`src/rtl/pcseq_pkg.sv`:
```
// rtl/pcseq_pkg.sv - shared state encoding and PC constants for pc_sequencer
package pcseq_pkg;

    typedef enum logic [1:0] {
        IDLE     = 2'd0,
        RUN      = 2'd1,
        REDIRECT = 2'd2,
        HALTED   = 2'd3
    } pcseq_state_e;

    localparam int unsigned PC_RESET = 0;
    localparam int unsigned PC_INC   = 4;

    // Fetch targets are word addresses; the low two bits are discarded.
    function automatic logic [31:0] align_target(input logic [31:0] addr);
        return {addr[31:2], 2'b00};
    endfunction

endpackage

```
`src/rtl/pcseq_stats.sv`:
```
// rtl/pcseq_stats.sv - saturating redirect and stall counters for pc_sequencer
module pcseq_stats #(
    parameter int CNT_W = 16
) (
    input  logic             clk,
    input  logic             reset,
    input  logic             redirect_i,
    input  logic             stall_i,
    output logic [CNT_W-1:0] redirect_cnt_o,
    output logic [CNT_W-1:0] stall_cnt_o
);

    logic [CNT_W-1:0] redirect_cnt_q, redirect_cnt_d;
    logic [CNT_W-1:0] stall_cnt_q, stall_cnt_d;

    // Counters stick at all-ones rather than wrapping.
    always_comb begin
        redirect_cnt_d = redirect_cnt_q;
        stall_cnt_d    = stall_cnt_q;
        if (redirect_i && (redirect_cnt_q != '1)) begin
            redirect_cnt_d = redirect_cnt_q + 1'b1;
        end
        if (stall_i && (stall_cnt_q != '1)) begin
            stall_cnt_d = stall_cnt_q + 1'b1;
        end
    end

    always_ff @(posedge clk) begin
        if (reset) begin
            redirect_cnt_q <= '0;
            stall_cnt_q    <= '0;
        end else begin
            redirect_cnt_q <= redirect_cnt_d;
            stall_cnt_q    <= stall_cnt_d;
        end
    end

    assign redirect_cnt_o = redirect_cnt_q;
    assign stall_cnt_o    = stall_cnt_q;

endmodule

```
`src/rtl/pc_sequencer.sv`:
```
// rtl/pc_sequencer.sv - fetch PC sequencer FSM; PCSEQ_STATS_EN enables statistics counters
module pc_sequencer
    import pcseq_pkg::*;
#(
    parameter int PC_W  = 9,
    parameter int CNT_W = 16
) (
    input  logic             clk,
    input  logic             reset,
    input  logic             FetchAck,
    input  logic             Stall,
    input  logic             PcSel,
    input  logic [31:0]      BrPC,
    input  logic             Halt,
    output logic [PC_W-1:0]  PC,
    output logic             FetchReq,
    output logic             FlushIFID,
    output logic             FlushIDEX,
    output logic             Halted,
    output logic             MisalignErr,
    output logic [CNT_W-1:0] RedirectCnt,
    output logic [CNT_W-1:0] StallCnt
);

    pcseq_state_e    state_q;
    logic [PC_W-1:0] pc_q;
    logic [PC_W-1:0] pend_q;
    logic            misalign_q;
    logic            fetch_req_q;
    logic            halted_q;

    logic [31:0]     target_full;
    logic [PC_W-1:0] target;
    logic [PC_W-1:0] pc_inc;
    logic            target_odd;
    logic            flush_idex;
    logic            unused_brpc_hi;

    assign target_full    = align_target(BrPC);
    assign target         = target_full[PC_W-1:0];
    assign target_odd     = (BrPC[1:0] != 2'b00);
    assign pc_inc         = pc_q + PC_W'(PC_INC);
    assign unused_brpc_hi = ^target_full;

    always_ff @(posedge clk) begin
        if (reset) begin
            state_q     <= IDLE;
            pc_q        <= PC_W'(PC_RESET);
            pend_q      <= '0;
            misalign_q  <= 1'b0;
            fetch_req_q <= 1'b0;
            halted_q    <= 1'b0;
        end else begin
            case (state_q)
                IDLE: begin
                    state_q     <= RUN;
                    fetch_req_q <= 1'b1;
                end
                RUN: begin
                    if (Halt) begin
                        state_q     <= HALTED;
                        fetch_req_q <= 1'b0;
                        halted_q    <= 1'b1;
                    end else if (PcSel) begin
                        if (target_odd) misalign_q <= 1'b1;
                        if (FetchAck) begin
                            pc_q <= target;
                        end else begin
                            pend_q  <= target;
                            state_q <= REDIRECT;
                        end
                    end else if (!Stall && FetchAck) begin
                        pc_q <= pc_inc;
                    end
                end
                REDIRECT: begin
                    // Stall is deliberately ignored here; the fetch of the target must complete.
                    if (Halt) begin
                        state_q     <= HALTED;
                        fetch_req_q <= 1'b0;
                        halted_q    <= 1'b1;
                        pend_q      <= '0;
                    end else if (PcSel) begin
                        if (target_odd) misalign_q <= 1'b1;
                        if (FetchAck) begin
                            pc_q    <= target;
                            state_q <= RUN;
                        end else begin
                            pend_q <= target;
                        end
                    end else if (FetchAck) begin
                        pc_q    <= pend_q;
                        state_q <= RUN;
                    end
                end
                HALTED: begin
                    state_q <= HALTED;
                end
                default: begin
                    state_q     <= IDLE;
                    fetch_req_q <= 1'b0;
                    halted_q    <= 1'b0;
                end
            endcase
        end
    end

    // Outputs are forced quiet while reset is held, even before the first reset edge.
    assign flush_idex  = !reset && (state_q == RUN) && PcSel && !Halt;
    assign FlushIDEX   = flush_idex;
    assign FlushIFID   = flush_idex || (!reset && (state_q == REDIRECT));
    assign FetchReq    = fetch_req_q && !reset;
    assign Halted      = halted_q && !reset;
    assign PC          = pc_q;
    assign MisalignErr = misalign_q;

`ifdef PCSEQ_STATS_EN
    logic stall_hold;

    assign stall_hold = !reset && (state_q == RUN) && !Halt && !PcSel && Stall;

    pcseq_stats #(
        .CNT_W (CNT_W)
    ) u_stats (
        .clk            (clk),
        .reset          (reset),
        .redirect_i     (flush_idex),
        .stall_i        (stall_hold),
        .redirect_cnt_o (RedirectCnt),
        .stall_cnt_o    (StallCnt)
    );
`else
    assign RedirectCnt = '0;
    assign StallCnt    = '0;
`endif

endmodule

```
`config.mk`:
```
export PLATFORM = sky130hd
export DESIGN_NAME = pc_sequencer
export DESIGN_NICKNAME = d
export VERILOG_FILES = /design/src/rtl/pcseq_pkg.sv /design/src/rtl/pcseq_stats.sv /design/src/rtl/pc_sequencer.sv
export SDC_FILE = /design/constraint.sdc
export NUM_CORES = 1
export LEC_CHECK = 0
export CORE_UTILIZATION = 25
export CTS_BUF_LIST = sky130_fd_sc_hd__clkbuf_16
export DETAILED_ROUTE_END_ITERATION = 10
export PLACE_DENSITY_LB_ADDON = 0.2
export SYNTH_ARGS = -nofsm -noshare
export SYNTH_HDL_FRONTEND = slang
export SYNTH_SLANG_ARGS = --single-unit
```
`constraint.sdc`:
```
create_clock -name clk -period 2.55 [get_ports clk]
set_clock_uncertainty 0.1 [all_clocks]
set_input_delay 0.255 -clock clk [delete_from_list [all_inputs] [get_ports clk]]
set_output_delay 0.255 -clock clk [all_outputs]
set_load 0.005 [all_outputs]
```
==> results.md, run 1 <==
- The flow ran to the end, but the final reports show violations.
- The final reports fail on DRC.
- Summed over all layers, the routed wires come to 3790 um.
- The net count of the finished layout is 271.
- On the critical path, the stage with the largest delay is an instance of clkdlybuf4s50_1.
- The quantity of I/O buffers inserted on ports is 28.
- In this run the worst hold path is classified as flop to flop.
- The die area is 0.00706 sq mm.
- After synthesis, the largest family of logic cells by area is compound AO/OA/AOI/OAI gates.
- The post-place instance area is 0.00191 sq mm.
- The clock net in this run drives a total of 23 sinks.
- The number of pins exceeding their max-slew limit in the final report is 0.
- The fraction of final layout cells with drive strength greater than 1 is 10.2%.
- The maximum number of pins on one net before global-route repair is 23.
- The kind of end point of the critical path is an output pin.
- The area fraction in compound gates after synthesis is 22.3%.
- Summing all non-filler instances in the final layout gives an area of 0.00199 sq mm.
- The netlist uses 49 different library cells.
- The area growth from synthesis to layout is 18.5%.
- The I/O pin total is 84.
- The count of cells resized by post-cts repair is 0.
- The detail route stage leaves a number of antenna-violating nets equal to 0.
- Clock tree synthesis inserted a total of 3 buffers.
- STA classifies the critical path startpoint as a flop.
- Dividing the detail-routed wire length by the instance count gives 12.5 um.
- The leading cell type in the layout, fill and taps excluded is conb_1.
- From bottom edge to top edge, the die measures 84.0 um.
- For this run, design rule violations remaining after detail routing come to 8.
- The synthesized netlist occupies a cell area of 0.00168 sq mm.
- The global-route wire length before repair is 6250 um.
- The maximum buffer depth of the clock tree is 2.
- The CTS tree is done.
- The number of antenna violations at the first check in global routing is 0.
- The number of endpoints failing setup at the final stage is 0.
- The number of hold-repair buffers added at the cts stage is 0.
- The number of enable-type register cells in the synthesized netlist is 0.
- In the final timing run, aggregate negative setup slack is 0 ns.
- The start-to-end type of the worst setup path is flop to output pin.
- The number of buffer and inverter instances along the worst setup path is 3.
- After clock tree synthesis, the setup repair step added 0 buffers.
- The async set-reset flop share out of synthesis is 0%.
- The core footprint is 0.00642 sq mm.
- The diode insertion count for antenna repair is 0.
- The critical path goes through inv_1 > ha_1 > inv_1 > o21bai_1 > clkdlybuf4s50_1.
- At the worst endpoint, the required time is 2.19 ns.
- The floorplan step set the die width to 84.0 um.
- Setup slack on the worst reg-to-reg path comes out at 0.65 ns.
- The overall via count from detail_route is 1,366.
- Setup repair after global routing left no endpoint under its margin.
- The max-cap violation count is 0.
- The Yosys step of the flow raised 0 warnings.
- Among all flip-flop cells after synthesis, the most frequent one is dfxtp_1.
- For this run, the total global-route usage over all layers was measured as 11.1%.
- The initial detailed-routing violation count is 105.
- The via-per-instance ratio is 4.52.
- The count of TritonRoute iterations in the first routing pass is 7.
- The most prevalent standard cell on the critical path is inv_1.
- The average instance in the mapped netlist occupies 8.49 sq um.
- The synthesized-area fraction occupied by xor and xnor cells is 0%.
- After technology mapping, the gate count stands at 198.
- The routability congestion estimate is 0.753.
- The routed design could run at a clock period as short as 2.26 ns.
- The initial utilization of the core area, before any placement, comes to 26.2%.
- The area fraction in and, or, nand and nor cells after synthesis is 20.5%.
- The number of global-route vias before repair is 1,237.
- The highest fanout seen on the critical path is 7.
- The largest delay contributor family on the critical path is buffers and inverters.
- The floorplan has 29 rows.
- The fraction of the cycle the final worst path needs is 88.7%.
- After Yosys synthesis, full adders, half adders and majority gates account for 5.21% of the synthesized area.
- The sequential-to-total area share from yosys stat is 27.4%.
- Derived from the worst setup path, the maximum achievable clock frequency is 0.442 GHz.
- The clock latency reported for the late side of the worst-skew pair is 0.26 ns.
- Leaving out fill and tap cells, the most frequent cells in the layout are conb_1 (32), clkdlybuf4s50_1 (28), dfxtp_1 (23), nor2_1 (18), a21oi_1 (12).
- For this run, the slowest stage of the critical path takes 0.52 ns.
- Hold is met by 0.351 ns.
- Synthesis inferred 23 register bits.
- VDD sags by at most 301 uV.
- For this design the static power due to leakage is 0.000803 uW.
- The final-report hold violation count was 0.
- The maximum level of the CTS H-tree is 1.
- Dividing total power by cell area gives a power density of 776 mW/mm^2.
- The buffer cell driving the clock tree root is clkbuf_16.
- The mux share of post-synthesis cell area is 4.39%.
- The residual overflow from global routing is 0.
- The half-perimeter wire length after detailed placement is 2790 um.
- After clock tree synthesis, the clock-pin slew on the worst setup and hold paths is 0.06 ns.
- STA puts the critical path data arrival time at 1.91 ns.
-- cell families after synthesis --
kind of cell / count (synthesis)
and+or+nand+nor: 62
muxes: 7
other: 1
adders and majority gates: 7
DFF: 23
AOI/OAI and AO/OA: 49
buffers and inverters: 49
-- per-stage QoR --
| step | utilization (%) | setup WS (ns) | std cells | power [uW] |
|---|---|---|---|---|
| 6_report | 31.0 | 0.289 | 302 | 1550 |
| 5_1_grt | 31.0 | 0.171 | 302 | 1680 |
| 4_1_cts | 31.0 | 0.279 | 302 | 1570 |
| 3_5_place_dp | 29.8 | 0.480 | 298 | 1200 |
| 3_3_place_gp | 29.8 | 0.452 | 298 | 1210 |
| 2_1_floorplan | - | 0.877 | 229 | 1040 |
-- power by group --
group,internal (uW),switching (uW)
sequential,426,65.0
combinational,339,363
clock,212,142
-- area by class of cell --
type / instances / area, sq um
Timing Repair Buffer: 35 / 333
Inverter: 6 / 22.5
Fill cell: 689 / 4430
Clock inverter: 1 / 5.00
Multi-Input combinational cell: 157 / 1000
Tap cell: 77 / 96.3
Sequential cell: 23 / 460
Clock buffer: 3 / 75.1
-- worst register-to-register path, delay by kind of cell (launching register included) --
family	cells	cell delay [ns]
compound gates	4	0.96
fa+ha+maj	1	0.28
buf+inv	1	0.11
flops	1	0.39
-- sequential cells by signal, indices dropped and copies added, names as in the netlist --
name,count
MisalignErr,1
PC,9
fetch_req_q,1
halted_q,1
pend_q,9
state_q,2
-- cells in the mapped netlist, drive strengths merged (2+ instances only) --
| cell | n | area share (%) |
|---|---|---|
| and2b | 2 | 0.89 |
| o311ai | 2 | 1.5 |
| nand2b | 5 | 1.9 |
| a21oi | 13 | 4.1 |
| or2 | 3 | 1.4 |
| o2bb2ai | 2 | 1.0 |
| a211oi | 4 | 1.8 |
| buf | 40 | 18 |
| nand3b | 5 | 2.2 |
| a221o | 2 | 1.2 |
| clkbuf | 3 | 0.67 |
| o21ai | 7 | 3.0 |
| ha | 7 | 5.2 |
| inv | 6 | 1.3 |
| nand2 | 10 | 2.2 |
| mux2i | 4 | 2.4 |
| a32oi | 7 | 3.6 |
| nor2b | 7 | 2.6 |
| mux2 | 3 | 2.0 |
| o21bai | 2 | 0.89 |
| o32ai | 2 | 1.0 |
| o211ai | 2 | 1.2 |
| nand3 | 2 | 0.60 |
| nor2 | 18 | 4.0 |
| and3 | 3 | 1.1 |
| dfxtp | 23 | 27 |
-- final timing paths --
| check | startpoint | endpoint | depth (start not counted) |
|---|---|---|---|
| max | state_q[0]$_SDFFE_PP0P_ | FlushIFID | 5 |
| min | MisalignErr$_SDFFE_PP0P_ | MisalignErr$_SDFFE_PP0P_ | 2 |
| max reg2reg | state_q[1]$_SDFFE_PP0P_ | PC[4]$_SDFFE_PP0P_ | 6 |
| min reg2reg | MisalignErr$_SDFFE_PP0P_ | MisalignErr$_SDFFE_PP0P_ | 2 |
-- per-layer routing --
metal	share of wire [%]	wire length, um	vias to the layer above	GRT usage [%]
li1	-	-	695	-
met1	47	1790	623	14.2
met2	45	1710	43	17.7
met3	6.0	226	5	3.26
met4	1.6	61	0	4.23
met5	0	0	-	0
(Power assumes the default switching activity.)
==> run 2, diff against run 1 <==
Settings changed: RECOVER_POWER set to 50.
Clock period 2.55 ns to 2.27 ns, I/O delays scaled along.
==> run 2 against run 1 <==
Net effect: the flow still finishes with violations (DRC); cell area increased by 1.4%; non-clock buffer count up 3; combinational power up 15%; wire length grew 2.2%; via count shrank 0.51%; die area did not move; clock power is 8.8% higher; critical endpoint unchanged; highest routed layer unchanged.
==> results.md, run 2 (synthesized netlist as in run 1, its figures left out) <==
- The worst hold slack is 0.356 ns.
- The fraction of the cycle the final worst path needs is 93.7%.
- The highest fanout seen on the critical path is 5.
- The clock slew at the register clock pins of the worst setup and hold paths is 0.06 ns.
- The start-to-end type of the worst setup path is flop to output pin.
- The endpoint with the worst hold slack is MisalignErr$_SDFFE_PP0P_.
- The number of clock buffers inserted by TritonCTS is 3.
- In this run the tool buffered the top-level ports with 28 buffer cells.
- The maximum level of the CTS H-tree is 1.
- The routability congestion estimate is 0.724.
- The setup TNS is 0 ns.
- CTS saw 23 sinks.
- The final-report hold violation count is 0.
- The design area is 0.00202 sq mm.
- The minimum clock period is 2.13 ns.
- The final antenna-violating net count is 0.
- The checks that failed: DRC.
- The critical path startpoint category is a flop.
- The die area is 0.00706 sq mm.
- The areal power density over the cells is 866 mW/mm^2.
- The library cells used most frequently in the layout, excluding fill and tap cells, are conb_1 (32), dfxtp_1 (22), nor2_1 (18), clkdlybuf4s50_1 (16).
- In this run the cell area measured after placement is 0.00191 sq mm.
- The count of TritonRoute iterations in the first routing pass is 7.
- In this run the count of I/O pins placed on the die edge is 84.
- The half-perimeter wire length after detailed placement is 2770 um.
- Global routing finished with a remaining overflow of 0.
- Setup repair after global routing left no endpoint under its margin.
- The endpoint identified for the worst register-to-register timing path is PC[4]$_SDFFE_PP0P_.
- The leading cell type in the layout, fill and taps excluded is conb_1.
- The critical path required time is 1.94 ns.
- The via-per-instance ratio is 4.46.
- The number of placement rows is 29.
- The data arrival time of the worst path is 1.80 ns.
- The peak ir drop on the vdd network is 383 uV.
- The number of pins exceeding their max-slew limit in the final report is 0.
- 0 antenna diodes ended up in the layout.
- The CTS tree is done.
- After the last flow step, the layout net total stands at 274.
- In this run the standard cell core region covers 0.00642 sq mm.
- The clock latency reported for the late side of the worst-skew pair is 0.25 ns.
- The launch instance of the worst register-to-register path is state_q[1]$_SDFFE_PP0P_.
- After detailed routing, the average wire length per cell comes to 12.7 um.
- The final route contains 1,359 vias.
- Entering global routing, the biggest net connects 23 pins.
- The kind of end point of the critical path is an output pin.
- Counting along the longest clock path gives a buffer depth of 2.
- The worst hold path passes through 2 cells.
- The number of global-route vias before repair is 1,276.
- CTS placed an instance of clkbuf_16 at the clock tree root.
- Global routing consumed, over all layers together, 11.4% of the routing resources.
- The global-route wire length before repair is 6490 um.
- The type of the tightest min-delay check is flop to flop.
- The critical hold path startpoint is MisalignErr$_SDFFE_PP0P_.
- In the routed design, unresolved DRC markers number 8.
- Setup slack on the worst reg-to-reg path comes out at 0.36 ns.
- Summed over all layers, the routed wires come to 3870 um.
- The depth of the most critical reg-to-reg path is 6.
- From bottom edge to top edge, the die measures 84.0 um.
- The highest attainable clock frequency is 0.470 GHz.
- The effective utilization at floorplan is 26.2%.
- From synthesis to final layout, the design area changed by 20.2%.
- The run finished, with violations left.
- The initial detailed-routing violation count is 78.
- For this design the static power due to leakage is 0.000859 uW.
- Setup violations remaining at the end of the flow were counted as 0.
- The floorplan die width is 84.0 um.
- The fraction of final layout cells with drive strength greater than 1 is 11.8%.
- Across the run, the number of max-cap violations was 0.
- The number of antenna violations at the first check in global routing came to 0.
-- run 2: report_power, final --
part	internal, uW	switching (uW)	leakage, uW	total, uW
clock	235	150	0.0000423	385
sequential	481	73.2	0.000187	554
combinational	397	414	0.000629	811
-- run 2: worst max path at each step --
stage                         end  depth (start not counted)               startpoint
2_1_floorplan  PC[5]$_SDFFE_PP0P_                          7  state_q[0]$_SDFFE_PP0P_
3_3_place_gp            FlushIFID                          5                    PcSel
3_5_place_dp            FlushIFID                          5                    PcSel
4_1_cts                 FlushIFID                          6  state_q[0]$_SDFFE_PP0P_
5_1_grt                 FlushIFID                          5  state_q[1]$_SDFFE_PP0P_
6_report                FlushIFID                          5  state_q[1]$_SDFFE_PP0P_
-- run 2: layout make-up --
class	count	area [sq um]
well taps	77	96.3
repair buffers	38	359
flip-flops and latches	23	462
inverters	6	22.5
clock inverters	1	3.75
fillers	693	4400
clock buffers	3	75.1
multi-input cells	157	1000
-- run 2: through the flow --
stage	setup slack [ns]	util (%)	std cells	total power [uW]
floorplan	0.597	-	229	1170
detailed placement	0.256	29.8	298	1350
CTS	0.0140	31.0	302	1750
finish	0.142	31.5	305	1750
global route	0.0225	31.5	305	1890
global placement	0.235	29.8	298	1350
-- run 2: per-layer routing --
layer / wire, um / track usage [%] / share of wire (%)
met5: 0 / 0 / 0
met4: 12 / 1.41 / 0.31
met3: 194 / 3.36 / 5.0
met2: 1750 / 19.2 / 45
met1: 1920 / 14.7 / 50
-- run 2: repair_timing --
action	CTS	global route
hold buffers	0	0
resized for setup	0	3
setup endpoints to repair	0	1
buffers inserted	0	3
-- run 2: worst max-delay path, cell delays in order (launching register included) --
cell,delay (ns)
dfxtp_1,0.35
inv_1,0.14
ha_2,0.25
and3b_1,0.19
o21bai_1,0.11
clkdlybuf4s50_1,0.51
==> run 3, diff against run 2 <==
Settings changed: GPL_ROUTABILITY_DRIVEN set to 1, TNS_END_PERCENT set to 30.
Clock period 2.27 ns to 2.1 ns, I/O delays scaled along.
==> run 3 against run 2 <==
Net effect: the flow still finishes with violations (DRC); sequential power up 7.9%; critical path depth unchanged; sequential cell count unchanged; hold slack worse by 0.010 ns; core utilization up 0.27 points; die area unchanged.
==> results.md, run 3 (synthesized netlist as in run 1, its figures left out) <==
- The run finished, with violations left.
- The final reports fail on DRC.
- The areal power density over the cells is 935 mW/mm^2.
- From left edge to right edge, the die measures 84.0 um.
- In this run the worst path has a maximum fanout of 5.
- Across the run, the number of max-cap violations was 0.
- The number of antenna violations at the first check in global routing is 0.
- The critical path contains buffers and inverters numbering 2 combined.
- In this run the deepest clock path goes through 2 buffers.
- The number of remaining DRC errors is 8.
- The residual overflow from global routing is 0.
- The die area is 0.00706 sq mm.
- The number of global-route vias before repair came to 1,296.
- The cell family contributing the most delay on the critical path is buffers and inverters.
- The global-route wire length before repair is 6530 um.
- The number of clock buffers inserted by TritonCTS is 3.
- Measured along the y axis, the die boundary spans 84.0 um.
- Data on the critical path arrives at its endpoint at 1.69 ns.
- TritonCTS built the clock tree.
- The fraction of the cycle the final worst path needs is 95.3%.
- In the final routed layout, each cell accounts on average for 12.4 um.
- The number of pins exceeding their max-slew limit in the final report came to 0.
- The critical path startpoint category is a flop.
- The minimum clock period is 2.00 ns.
- The net count of the finished layout is 274.
- Setup repair after global routing left no endpoint under its margin.
- Pin placement for this block handled 84 I/O pins.
- The finished layout holds 305 standard cells, fillers aside.
- CTS built an H-tree with a depth of 1.
- The signal on the critical path passes through inv_2 > ha_4 > and3b_1 > o21bai_1 > clkdlybuf4s50_1.
- Entering global routing, the biggest net connects 23 pins.
- The congestion estimate from routability-driven global placement came to 0.724.
- The via-per-instance ratio is 4.38.
- The clock slew at the register clock pins of the worst setup and hold paths is 0.06 ns.
- The setup TNS is 0 ns.
- Counting tap cells, the placed design contains a total of 300 instances.
- The biggest cell delay along the critical path is 0.52 ns.
- In the layout the commonest cells are conb_1 (32), dfxtp_1 (22), nor2_1 (18), clkdlybuf4s50_1 (16).
- For the worst-skew pair, the clock arrives at the later sink with an insertion delay of 0.26 ns.
- The initial utilization of the core area, before any placement, comes to 26.2%.
- The worst hold slack is 0.346 ns.
- Summed over all cells, the static leakage comes to 0.000857 uW.
- For this block, the via count after detailed routing is 1,336.
- The final-report hold violation count is 0.
- Based on the critical path, the design can be clocked at up to 0.500 GHz.
- The number of antenna diodes in the final layout is 0.
- In this run the remaining antenna-violating nets after routing total 0.
- The critical path required time is 1.79 ns.
- The start-to-end type of the worst setup path is flop to output pin.
- The number of clock sinks is 23.
- After legalization and detailed placement, the total HPWL measured 2820 um.
- The number of placement rows is 29.
- STA classifies the critical path endpoint as an output pin.
- Relative to the synthesized area, the layout overhead comes to 21.3%.
- The tree is rooted in a clkbuf_16.
- Leaving out fill and tap cells, the most frequent cell in the layout is conb_1.
- Global routing consumed, over all layers together, 11.4% of the routing resources.
- For this block, the routed nets add up to 3770 um of wire.
- The count of buffers added on input and output ports is 28.
- Before antenna repair, the detailed router went through 7 iterations.
- The number of endpoints failing setup at the final stage is 0.
- The count of filler cells inserted in the layout is 693.
- The initial detailed-routing violation count is 71.
- The cell at the slowest stage of the critical path is clkdlybuf4s50_1.
- The peak ir drop on the vdd network is 509 uV.
- The core footprint is 0.00642 sq mm.
- The fraction of final layout cells with drive strength greater than 1 is 13.2%.
- The worst hold path belongs to the class flop to flop.
==> run 3: cell types whose count changed in the layout (fill, tap and decap cells not counted) <==
| cell | previous run | this run |
|---|---|---|
| ha_4 | 0 | 2 |
| clkinv_2 | 0 | 1 |
| buf_6 | 1 | 0 |
| inv_2 | 0 | 1 |
| clkbuf_2 | 0 | 1 |
| ha_2 | 1 | 0 |
| inv_1 | 7 | 5 |
| ha_1 | 6 | 5 |
==> run 3: worst min-delay path, stage by stage (launching register included) <==
cell,delay [ns]
dfxtp_1,0.31
inv_1,0.04
a21oi_1,0.05
==> run 3: path summary, 6_finish.rpt <==
check	slack [ns]	cells past startpoint	to	startpoint
worst min-delay path	0.35	2	MisalignErr$_SDFFE_PP0P_	MisalignErr$_SDFFE_PP0P_
worst max-delay path	0.1	5	FlushIFID	state_q[1]$_SDFFE_PP0P_
worst max register to register	0.20	7	pend_q[8]$_SDFFE_PP0P_	state_q[0]$_SDFFE_PP0P_
worst min register to register	0.35	2	MisalignErr$_SDFFE_PP0P_	MisalignErr$_SDFFE_PP0P_
==> run 3: area by class of cell <==
class | instances | area, sq um | share of cell area (%)
clock buffer | 3 | 75.1 | 3.68
clock inverter | 1 | 5.00 | 0.245
inverter | 6 | 22.5 | 1.10
multi-input combinational | 157 | 1030 | 50.3
sequential | 23 | 462 | 22.6
tap | 77 | 96.3 | 4.72
timing repair buffer | 38 | 353 | 17.3
==> run 3: power breakdown <==
| group | leakage, uW | switching, uW | internal, uW |
|---|---|---|---|
| Combinational | 0.000628 | 461 | 428 |
| Clock | 0.0000409 | 164 | 256 |
| Sequential | 0.000188 | 78.7 | 519 |
==> run 3: metrics by stage <==
step | cell area, sq um | util (%) | total power (uW) | worst slack, ns
floorplan | 1800 | - | 1270 | 0.427
global route | 2040 | 31.8 | 2070 | 0.0113
finish | 2040 | 31.8 | 1910 | 0.0997
CTS | 2030 | 31.7 | 1950 | 0.0100
detailed placement | 1930 | 30.0 | 1480 | 0.0649
global placement | 1930 | 30.0 | 1480 | 0.0699
==> run 3: what timing repair did <==
item,in CTS,in global routing
setup endpoints to repair,1,1
pin swaps,1,1
buffers inserted,0,1
hold buffers,0,0
gates resized for setup,5,1
==> run 3: metal layers <==
| layer | GRT usage [%] | vias up | part of all wire (%) |
|---|---|---|---|
| met5 | 0 | - | 0 |
| met4 | 1.41 | 0 | 0.50 |
| met3 | 2.97 | 2 | 5.1 |
| met2 | 19.2 | 38 | 47 |
| met1 | 15.0 | 600 | 48 |
| li1 | - | 696 | - |
